$ cat config.mk
export PLATFORM = sky130hd
export DESIGN_NAME = fetch_stage
export DESIGN_NICKNAME = d
export VERILOG_FILES = /design/src/rtl/proc_pkg.sv /design/src/rtl/fetch_pc_reg.sv /design/src/rtl/fetch_stage.sv
export SDC_FILE = /design/constraint.sdc
export NUM_CORES = 1
export LEC_CHECK = 0
export BUFFER_PORTS_ARGS = -buffer_cell sky130_fd_sc_hd__buf_4
export CAP_MARGIN = 20
export CORE_UTILIZATION = 46
export CTS_CLUSTER_SIZE = 28
export DETAILED_ROUTE_END_ITERATION = 10
export PLACE_DENSITY = 0.91
export SETUP_SLACK_MARGIN = 0.05
export SYNTH_ARGS = -nofsm -noshare
export SYNTH_HDL_FRONTEND = slang
export SYNTH_HIERARCHICAL = 1
export SYNTH_SLANG_ARGS = --single-unit
$ cat constraint.sdc
create_clock -name clk -period 2.6 [get_ports clk]
set_input_delay 0.26 -clock clk [delete_from_list [all_inputs] [get_ports clk]]
set_output_delay 0.26 -clock clk [all_outputs]
set_load 0.05 [all_outputs]
$ cat src/rtl/proc_pkg.sv
// Shared definitions for the 16-bit processor pipeline: fetch FSM states,
// the HALT opcode and the instruction size in bytes.
package proc_pkg;

    typedef enum logic [1:0] {
        FETCH,
        HOLD,
        HALTED,
        ERROR
    } fetch_state_t;

    localparam logic [4:0]  OPC_HALT    = 5'b00000;
    localparam logic [15:0] INSTR_BYTES = 16'd2;

endpackage

$ cat src/rtl/fetch_pc_reg.sv
// Architectural PC register. It either loads a redirect target or steps to
// the next sequential instruction, and it always exposes the sequential successor.
module fetch_pc_reg
    import proc_pkg::*;
#(
    parameter logic [15:0] RESET_PC = 16'h0000
) (
    input  logic        clk,
    input  logic        rst_n,
    input  logic        load,
    input  logic        inc,
    input  logic [15:0] load_val,
    output logic [15:0] pc,
    output logic [15:0] pc_inc
);

    // Sequential successor; wraps naturally at 16 bits.
    assign pc_inc = pc + INSTR_BYTES;

    always_ff @(posedge clk or negedge rst_n) begin
        if (!rst_n) begin
            pc <= RESET_PC;
        end else if (load) begin
            pc <= load_val;
        end else if (inc) begin
            pc <= pc_inc;
        end
    end

endmodule

$ cat src/rtl/fetch_stage.sv
// Instruction-fetch stage: holds the PC, runs the imem req/ack handshake and
// hands instructions to execute. Define FETCH_TIMEOUT_EN to bound the imem wait.
module fetch_stage
    import proc_pkg::*;
#(
    parameter logic [15:0] RESET_PC       = 16'h0000,
    parameter int          TIMEOUT_CYCLES = 16
) (
    input  logic        clk,
    input  logic        rst_n,
    output logic        imem_req,
    output logic [15:0] imem_addr,
    input  logic        imem_ack,
    input  logic [15:0] imem_rdata,
    output logic [15:0] instr,
    output logic        instr_valid,
    input  logic        instr_ready,
    output logic [15:0] pc_out,
    output logic [15:0] pc_inc,
    input  logic        pc_wr,
    input  logic [15:0] next_pc,
    input  logic        exec_err,
    output logic        halted,
    output logic        err
);

    if (TIMEOUT_CYCLES < 1) begin : g_bad_timeout
        $error("fetch_stage: TIMEOUT_CYCLES must be at least 1");
    end

    fetch_state_t state;
    logic [15:0]  pc;
    logic         ack_take;
    logic         accept;
    logic         is_halt;
    logic         bad_target;
    logic         advance;
    logic         pc_load;
    logic         pc_step;

    // The ack only counts once our request is actually on the bus, which
    // drops any ack seen in the first cycle after reset release.
    assign ack_take   = (state == FETCH) && imem_req && imem_ack;
    assign accept     = (state == HOLD) && instr_valid && instr_ready;
    assign is_halt    = (instr[15:11] == OPC_HALT);
    assign bad_target = pc_wr && next_pc[0];
    assign advance    = accept && !exec_err && !bad_target && !is_halt;
    assign pc_load    = advance && pc_wr;
    assign pc_step    = advance && !pc_wr;

    assign imem_addr = pc;
    assign pc_out    = pc;

    fetch_pc_reg #(
        .RESET_PC (RESET_PC)
    ) u_pc_reg (
        .clk      (clk),
        .rst_n    (rst_n),
        .load     (pc_load),
        .inc      (pc_step),
        .load_val (next_pc),
        .pc       (pc),
        .pc_inc   (pc_inc)
    );

`ifdef FETCH_TIMEOUT_EN
    localparam int CNT_W = $clog2(TIMEOUT_CYCLES + 1);
    localparam logic [CNT_W-1:0] WAIT_LIMIT = CNT_W'(TIMEOUT_CYCLES);

    logic [CNT_W-1:0] wait_cnt;
    logic [CNT_W-1:0] wait_next;

    assign wait_next = wait_cnt + 1'b1;
`endif

    always_ff @(posedge clk or negedge rst_n) begin
        if (!rst_n) begin
            state       <= FETCH;
            instr       <= 16'h0000;
            instr_valid <= 1'b0;
            imem_req    <= 1'b0;
            halted      <= 1'b0;
            err         <= 1'b0;
`ifdef FETCH_TIMEOUT_EN
            wait_cnt    <= '0;
`endif
        end else begin
            case (state)
                FETCH: begin
                    if (ack_take) begin
                        instr       <= imem_rdata;
                        instr_valid <= 1'b1;
                        imem_req    <= 1'b0;
                        state       <= HOLD;
                    end else begin
                        imem_req <= 1'b1;
`ifdef FETCH_TIMEOUT_EN
                        // Only cycles with the request actually raised count as waiting.
                        if (imem_req) begin
                            if (wait_next == WAIT_LIMIT) begin
                                state    <= ERROR;
                                err      <= 1'b1;
                                imem_req <= 1'b0;
                            end else begin
                                wait_cnt <= wait_next;
                            end
                        end
`endif
                    end
                end
                HOLD: begin
                    if (accept) begin
                        instr_valid <= 1'b0;
                        if (exec_err || bad_target) begin
                            state <= ERROR;
                            err   <= 1'b1;
                        end else if (is_halt) begin
                            state  <= HALTED;
                            halted <= 1'b1;
                        end else begin
                            state    <= FETCH;
                            imem_req <= 1'b1;
`ifdef FETCH_TIMEOUT_EN
                            wait_cnt <= '0;
`endif
                        end
                    end
                end
                HALTED: begin
                    state <= HALTED;
                end
                ERROR: begin
                    state <= ERROR;
                end
                default: begin
                    state       <= ERROR;
                    err         <= 1'b1;
                    imem_req    <= 1'b0;
                    instr_valid <= 1'b0;
                end
            endcase
        end
    end

endmodule
==> flow_summary.toml, run 1 <==
[status]
outcome = "finished with violations"
violations = "design-rule violations"

[detailed_routing]
drc = 9
avgViaCountPerCell = 5.45
drtIter0Drc = 168
wl_met2_mm = 2.75
highest_layer = "met4"
wl_met3_um = 418
wl_mm = 5.35
wire_per_inst_um = 15.0
wl_met1_mm = 2.14
drt.antenna.violating_nets = 0
dr.pass1.iters = 7
via_count = 1941

[hold_path]
hold_path.class = "in2reg"
hold-path-cell-count = 3

[logic_synthesis]
synthCells = 214
avgSynthCellArea_um2 = 10.2
synth_top_flop_cell = "dfrtp_1"
synthesis.area_um2 = 2190
ys_seq_elements = 38
yosysWarnings = 6
synth_edf_count = 0
synth_nets = 253
yosysUniqueCellTypes = 41
postSynth.asyncResetShare_pct = 100
seq_area_frac_synth_pct = 43.4

[global_routing]
grt_pass1_vias = 1896
grt_max_degree = 39
antenna_found_initial = 0
grtUsageTotal_pct = 22.4
overflow = 0
grt_pass1_wl_mm = 8.89

[worst_setup_path]
crit_chain = "nand4_2 -> buf_4 -> nor3_1 -> xor2_2 -> buf_4"
cp_max_fo = 13
required_ps = 2340
ff2ff_path_depth = 5
crit_top_cell = "buf_4"
crit_cells = 5
worst-path-buf-inv = 2
crit_type = "reg2out"
rrSetupSlack_ps = 360
worst_setup_path_end_kind = "output port"
path_delay_family = "simple AND/OR/NAND/NOR gates"
start_kind = "flip-flop"
slowest_stage = "dfrtp_1"
critPathMaxStageDelay_ps = 550
arrival_ps = 2140

[floorplan]
boundaryPins = 106
die_w_um = 71.0
start_util_pct = 49.0
fp-row-count = 24
die-area_um2 = 5050
die_h_um = 71.0
core_um2 = 4470

[timing]
layout_min_cycle_time_ps = 2400
tightest_slew_ps = 810
final.setup.tns_ps = 0
setup_viol = 0
rsz0062_at_grt = "false"
post-route-period-util_pct = 92.2
slew_viol_final = 0
setup_slack_ps = 202
max_freq_ghz = 0.417
finalClockSkew_ps = 6.62
hold_violations = 0
worst_slew_margin_rel_pct = 45.9

[clocking]
cts_buffers = 5
hold_buffers = 1
cts_tree = "yes"
h-tree-depth = 2
clock_sinks = 38
clock-root-buffer = "clkbuf_8"
cts.clk_slew.worst_paths_ps = 70
clk_latency_ps = 290
cts_resized = 0
clock_path_buffers = 2
post_cts_buffers = 0

[layout]
mostFrequentLayoutCell = "buf_4"
syn_to_final_growth_pct = 38.7
layout-drive-gt1-share_pct = 49.7
nets = 342
antennaDiodeCount = 0
layout_common_cells = "buf_4, dfrtp_1, nand2_1"
fill_cells = 356

[placed_design]
port_buffers = 105
hpwl_mm = 3.95
place.gp.congestion = 0.832
pre_cts_ws_ps = 381

[job]
drv_cap = 0
-- tightest hold or removal path, delay by kind of cell --
kind            cells  cell delay, ps
buf+inv             1              80
simple gates        1              40
compound gates      1              60
-- synthesized netlist by cell type (all sizes together) (4+ instances only) --
library cell	instances	share of area [%]
nor2b	4	1.1
o311ai	5	2.0
mux2	17	8.7
dfrtp	38	43
nand3	9	2.1
a31oi	4	1.1
nor2	8	1.4
buf	26	8.4
or2	5	1.4
o21ai	7	1.6
nor4	4	1.1
nand2	19	3.3
xor2	11	4.4
nand4	6	2.3
or4	5	1.7
nor3	5	1.7
xnor2	6	2.4
-- final cells by class --
| type | instances | area, um2 | area share, % |
|---|---|---|---|
| multi-input cells | 144 | 1090 | 35.7 |
| flip-flops and latches | 38 | 951 | 31.3 |
| repair buffers | 111 | 836 | 27.5 |
| clock buffers | 7 | 86.3 | 2.84 |
| well taps | 52 | 65.1 | 2.14 |
| inverters | 3 | 11.3 | 0.370 |
| clock inverters | 1 | 5.00 | 0.165 |
-- metrics by stage --
step	instance area [um2]	hold slack [ps]	cells	util, %
floorplan	2240	-35.6	214	-
global placement	2940	255	347	65.7
detailed placement	2940	260	347	65.7
CTS	3040	167	356	68.0
global route	3040	169	356	68.0
finish	3040	177	356	68.0
-- routing by layer --
metal	vias up	global-route usage (%)
met3	5	6.27
met4	0	5.78
met5	-	0
li1	933	-
met1	924	27.4
met2	79	39.0
-- kinds of logic after synthesis --
group | count (synthesis) | share of synthesized area, %
and+or+nand+nor | 75 | 19.6
adders and majority gates | 1 | 0.571
buffers and inverters | 32 | 9.42
xor gates and xnor gates | 17 | 6.79
muxes | 18 | 9.19
DFF | 38 | 43.4
AOI/OAI and AO/OA | 33 | 11.0
-- sequential cells by signal, summed over array words and instances (netlist names) --
name and cells:
state 2, instr 16, err 1, halted 1
imem_req 1, u_pc_reg/pc 16, instr_valid 1
-- path summary, 6_finish.rpt --
check | start | to
min in group asynchronous | rst_n | u_pc_reg/pc[11]
max in group asynchronous | rst_n | instr[1]
setup / recovery | u_pc_reg/pc[4] | pc_inc[11]
setup reg to reg | state[1] | u_pc_reg/pc[14]
hold / removal | next_pc[5] | u_pc_reg/pc[5]
hold reg to reg | halted | halted
Power of run 1 is left out: the tool's default activity adds up to more than one toggle a clock period on the data nets, which glitch-free logic cannot reach.
==> inputs of run 2 (changes only) <==
--- a/config.mk
+++ b/config.mk
@@ -10,6 +10,7 @@
 export CORE_UTILIZATION = 46
 export CTS_CLUSTER_SIZE = 28
 export DETAILED_ROUTE_END_ITERATION = 10
+export GPL_ROUTABILITY_DRIVEN = 1
 export PLACE_DENSITY = 0.91
 export SETUP_SLACK_MARGIN = 0.05
 export SYNTH_ARGS = -nofsm -noshare
==> constraint.sdc (replaced) <==
create_clock -name clk -period 2.3 [get_ports clk]
set_input_delay 0.23 -clock clk [delete_from_list [all_inputs] [get_ports clk]]
set_output_delay 0.23 -clock clk [all_outputs]
set_load 0.05 [all_outputs]
==> flow_summary.toml, run 2 (same netlist as run 1, synthesis figures left out) <==
[power]
design_power_total_mw = 5.31
powerDensity_nw_per_um2 = 1670
irDropWorstVdd_mv = 1.05
p_seq_share_pct = 26.3
p_int_mw = 2.30
p_clk_share_pct = 8.9
switchingPower_mw = 3.01
comb_power_share_pct = 64.8
leakagePower_nw = 1.50
swShare_pct = 56.7

[status]
violations = "design-rule violations"
outcome = "finished with violations"

[clocking]
clock_sinks = 38
cts.clk_slew.worst_paths_ps = 80
clock_path_buffers = 2
clk_latency_ps = 290
cts_tree = "yes"
clock-root-buffer = "clkbuf_8"
h-tree-depth = 2
cts_buffers = 5

[placed_design]
place.gp.congestion = 0.854
port_buffers = 105
hpwl_mm = 4.06
dpl.cell_count = 350
placed_cell_area_um2 = 2990

[detailed_routing]
wl_mm = 5.63
drtIter0Drc = 148
avgViaCountPerCell = 5.65
wire_per_inst_um = 15.5
drt.antenna.violating_nets = 0
via_count = 2057
dr.pass1.iters = 7
drc = 9

[timing]
layout_min_cycle_time_ps = 2130
finalClockSkew_ps = 8.37
rsz0062_at_grt = "true"
slew_viol_final = 0
setup_viol = 0
tightest_slew_ps = 478
post-route-period-util_pct = 92.6
worst_slew_margin_rel_pct = 68.1
final.setup.tns_ps = 0
hold_violations = 0
max_freq_ghz = 0.470

[floorplan]
boundaryPins = 106
fp-row-count = 24
die_w_um = 71.0
die-area_um2 = 5050
start_util_pct = 49.0
die_h_um = 71.0
core_um2 = 4470

[hold_path]
hold_path.class = "in2reg"
hold-path-cell-count = 3
worstHoldStart = "next_pc[2]"
whs_endpoint = "u_pc_reg/pc[2]"

[global_routing]
overflow = 0
grt_pass1_vias = 1867
antenna_found_initial = 0
grt_pass1_wl_mm = 8.78
grt_max_degree = 39
grtUsageTotal_pct = 22.4

[layout]
regArea_um2 = 960
syn_to_final_growth_pct = 44.7
multiInputGateArea_um2 = 1150
layout_common_cells = "buf_4, dfrtp_1, nand2_1"
antennaDiodeCount = 0
final_cells = 364
mostFrequentLayoutCell = "buf_4"
top_regs = "instr (16), u_pc_reg/pc (16), state (2)"
layout-drive-gt1-share_pct = 55.8
fill_cells = 335
nets = 350
final_cell_area_um2 = 3170

[worst_setup_path]
crit_type = "reg2reg"
ff2ff_path_depth = 5
cp_max_fo = 16
arrival_ps = 2290
required_ps = 2470
r2r_end = "u_pc_reg/pc[10]"
r2r-start = "instr[12]"
rrSetupSlack_ps = 170
worst_setup_path_end_kind = "flip-flop"
start_kind = "flip-flop"

[job]
drv_cap = 0
-- run 2: cell types whose count changed in the layout (fill, tap and decap cells not counted), moves of 2 or more --
cell	before	now
xor2_1	6	4
nor4_2	1	3
dfrtp_1	38	31
nor4_1	3	0
xor2_2	5	7
buf_4	110	118
dfrtp_2	0	7
-- run 2: final cells by class --
type	instances	share of cell area, %
Multi-Input combinational cell	144	36.2
Sequential cell	38	30.2
Timing Repair Buffer	119	28.2
Clock buffer	7	2.72
Tap cell	52	2.05
Inverter	3	0.355
Clock inverter	1	0.158
-- run 2: metrics by stage --
step / utilization (%) / hold slack (ps) / setup slack (ps)
6_report: 70.9 / 143 / 171
5_1_grt: 70.9 / 139 / 28.0
4_1_cts: 69.4 / 134 / 55.4
3_5_place_dp: 66.9 / 227 / 74.7
3_3_place_gp: 66.9 / 224 / 190
2_1_floorplan: - / -65.6 / 8.42
-- run 2: repair_timing --
action                                  CTS  global route
buffers inserted                          0             5
endpoints found under the setup margin    1            10
gates resized for setup                   2             6
hold buffers                              1             0
endpoints found under the hold margin    38             0
pin swaps                                 0             1
-- run 2: how the worst max path moves through the flow --
| stage | slack (ps) | start | to | depth (start not counted) |
|---|---|---|---|---|
| after floorplan | 8 | u_pc_reg/pc[6] | pc_inc[15] | 6 |
| after global placement | 190 | state[1] | u_pc_reg/pc[12] | 6 |
| after detailed placement | 70 | state[1] | u_pc_reg/pc[10] | 6 |
| after CTS | 60 | u_pc_reg/pc[10] | pc_inc[15] | 4 |
| after global routing | 30 | instr[12] | u_pc_reg/pc[13] | 8 |
| final | 170 | instr[12] | u_pc_reg/pc[10] | 5 |
-- run 2: critical path, stage by stage, from the launching register on --
cell and delay, ps:
dfrtp_1 390, or3_1 420, nor3_1 230, and3b_2 340, or2_2 300, o311ai_0 320
-- run 2: per-layer routing --
| metal | global-route usage (%) | vias to the layer above | part of all wire [%] |
|---|---|---|---|
| met4 | 7.33 | 0 | 1.7 |
| met2 | 38.0 | 124 | 48 |
| li1 | - | 948 | - |
| met1 | 27.7 | 975 | 40 |
| met5 | 0 | - | 0 |
| met3 | 6.41 | 10 | 9.5 |
-- run 2: power groups by stage --
stage	clock, mW	sequential [mW]	combinational, mW
final	0.471	1.40	3.44
after global routing	0.508	1.46	3.55
after CTS	0.487	1.39	3.43
after detailed placement	0	1.40	3.42
after global placement	0	1.38	3.38
after floorplan	0	2.29	1.63
(Power assumes the default switching activity.)
==> inputs of run 3 (changes only) <==
--- a/config.mk
+++ b/config.mk
@@ -5,9 +5,12 @@
 export SDC_FILE = /design/constraint.sdc
 export NUM_CORES = 1
 export LEC_CHECK = 0
+export ABC_AREA = 1
 export BUFFER_PORTS_ARGS = -buffer_cell sky130_fd_sc_hd__buf_4
 export CAP_MARGIN = 20
-export CORE_UTILIZATION = 46
+export CELL_PAD_IN_SITES_DETAIL_PLACEMENT = 0
+export CELL_PAD_IN_SITES_GLOBAL_PLACEMENT = 1
+export CORE_UTILIZATION = 33
 export CTS_CLUSTER_SIZE = 28
 export DETAILED_ROUTE_END_ITERATION = 10
 export GPL_ROUTABILITY_DRIVEN = 1
==> flow_summary.toml, run 3 <==
[status]
outcome = "finished with violations"
violations = "design-rule violations"

[layout]
fill_cells = 657
antennaDiodeCount = 0
layout_common_cells = "buf_4, nand2_1, dfrtp_1"
layout-drive-gt1-share_pct = 42.4
mostFrequentLayoutCell = "buf_4"
top_regs = "instr (16), u_pc_reg/pc (16), state (2)"
syn_to_final_growth_pct = 36.0
nets = 394
post-route-util_pct = 47.1

[timing]
post-route-period-util_pct = 87.0
final.setup.tns_ps = 0
hold_violations = 0
layout_min_cycle_time_ps = 2000
rsz0062_at_grt = "false"
slew_viol_final = 0
tightest_slew_ps = 601
worst_slew_margin_rel_pct = 59.9
max_freq_ghz = 0.500
finalClockSkew_ps = 4.48
setup_viol = 0

[power]
comb_power_share_pct = 65.8
leakagePower_nw = 1.63
p_int_mw = 2.14
irDropWorstVdd_mv = 0.747
switchingPower_mw = 2.91
swShare_pct = 57.6
p_seq_share_pct = 24.9
powerDensity_nw_per_um2 = 1660
p_clk_share_pct = 9.3

[hold_path]
whs_endpoint = "u_pc_reg/pc[2]"
worstHoldStart = "next_pc[2]"
hold_path.class = "in2reg"
hold-path-cell-count = 3

[global_routing]
grt_pass1_wl_mm = 9.05
grt_max_degree = 39
antenna_found_initial = 0
grt_pass1_vias = 2010
overflow = 0
grtUsageTotal_pct = 15.4

[logic_synthesis]
ys_seq_elements = 38
yosysMostFrequentCell = "nand2_1"
synth_nets = 303
seq_area_frac_synth_pct = 42.5
yosysWarnings = 6
postSynth.asyncResetShare_pct = 100
synthesis.area_um2 = 2240
synthCells = 264
yosys-top-cells-count = "nand2_1, dfrtp_1, inv_1"
avgSynthCellArea_um2 = 8.47
yosys-top-cells-area = "dfrtp_1, nand2_1, o21ai_2"
yosysUniqueCellTypes = 31
synth_top_area_share_pct = 42.5
synth_edf_count = 0
synth_top_flop_cell = "dfrtp_1"
yosysTopAreaCell = "dfrtp_1"

[job]
drv_cap = 0

[clocking]
clock-root-buffer = "clkbuf_8"
cts_buffers = 5
clock_sinks = 38
h-tree-depth = 2
cts.clk_slew.worst_paths_ps = 80
clock_path_buffers = 2
cts_tree = "yes"
clk_latency_ps = 280

[floorplan]
core_um2 = 6460
fp-row-count = 29
die-area_um2 = 7110
die_h_um = 84.3
die_w_um = 84.3
boundaryPins = 106
start_util_pct = 34.6

[worst_setup_path]
ff2ff_path_depth = 10
start_kind = "flip-flop"
cp_max_fo = 5
rrSetupSlack_ps = 440
arrival_ps = 1770
worst_setup_path_end_kind = "output port"
required_ps = 2070
r2r-start = "state[1]"
r2r_end = "u_pc_reg/pc[15]"
crit_type = "reg2out"

[placed_design]
place.gp.congestion = 0.792
port_buffers = 105
hpwl_mm = 4.05

[detailed_routing]
drtIter0Drc = 108
dr.pass1.iters = 7
wire_per_inst_um = 12.2
drt.antenna.violating_nets = 0
avgViaCountPerCell = 4.67
wl_mm = 5.28
via_count = 2021
drc = 8
## run 3: worst max path at each step
| stage | startpoint | depth (start not counted) | slack, ps | endpoint |
|---|---|---|---|---|
| finish | u_pc_reg/pc[2] | 8 | 300 | pc_inc[11] |
| global route | u_pc_reg/pc[2] | 8 | 150 | pc_inc[11] |
| CTS | u_pc_reg/pc[2] | 8 | 270 | pc_inc[11] |
| detailed placement | state[1] | 10 | 440 | u_pc_reg/pc[15] |
| global placement | state[1] | 10 | 490 | u_pc_reg/pc[10] |
| floorplan | u_pc_reg/pc[2] | 6 | 250 | pc_inc[15] |
## run 3: repair_timing
| item | CTS | global route |
|---|---|---|
| hold buffers | 1 | 0 |
| setup buffers | 0 | 0 |
| gates resized for setup | 0 | 0 |
| hold endpoints to repair | 38 | 0 |
## run 3: cell families (layout without fill, tap and decap cells)
| kind of cell | after synthesis | count (layout) | share of synthesized area [%] |
|---|---|---|---|
| xor gates and xnor gates | 7 | 7 | 3.41 |
| DFF | 38 | 38 | 42.5 |
| and+or+nand+nor | 117 | 117 | 25.2 |
| AOI/OAI and AO/OA | 38 | 38 | 13.2 |
| adders and majority gates | 1 | 1 | 0.559 |
| buffers and inverters | 63 | 155 | 15.1 |
## run 3: area by class of cell
class / count / area [um2] / area share [%]
Clock inverter: 1 / 5.00 / 0.164
Tap cell: 77 / 96.3 / 3.17
Sequential cell: 38 / 951 / 31.2
Inverter: 40 / 150 / 4.93
Clock buffer: 7 / 86.3 / 2.84
Multi-Input combinational cell: 163 / 948 / 31.2
Timing Repair Buffer: 107 / 806 / 26.5
## run 3: metal layers
metal / global-route usage [%] / vias up / routed length [um]
met5: 0 / - / 0
met4: 3.39 / 0 / 23
met3: 5.11 / 4 / 475
met2: 26.7 / 79 / 2510
met1: 18.8 / 934 / 2280
li1: - / 1004 / -
## run 3: critical path: stages, from the launching register on
cell      delay [ps]
dfrtp_1          440
ha_1             230
nand3_2          140
inv_2            120
nand3b_1         120
clkinv_1          60
nand2_1           50
and2_1           150
buf_4            180
## run 3: per-stage QoR
step / setup WS, ps / total power, mW / hold WS, ps / instance area (um2) / instances
6_report: 300 / 5.05 / 172 / 3040 / 433
5_1_grt: 153 / 5.32 / 174 / 3040 / 433
4_1_cts: 269 / 5.11 / 159 / 3040 / 433
3_5_place_dp: 437 / 4.61 / 235 / 2940 / 424
3_3_place_gp: 492 / 4.57 / 234 / 2940 / 424
2_1_floorplan: 251 / 3.77 / -65.6 / 2240 / 264
## run 3: power groups by stage
stage | combinational, mW | clock (mW) | sequential [mW]
global placement | 3.31 | 0 | 1.25
CTS | 3.34 | 0.501 | 1.26
global route | 3.49 | 0.523 | 1.31
detailed placement | 3.34 | 0 | 1.27
finish | 3.32 | 0.472 | 1.26
floorplan | 1.65 | 0 | 2.12
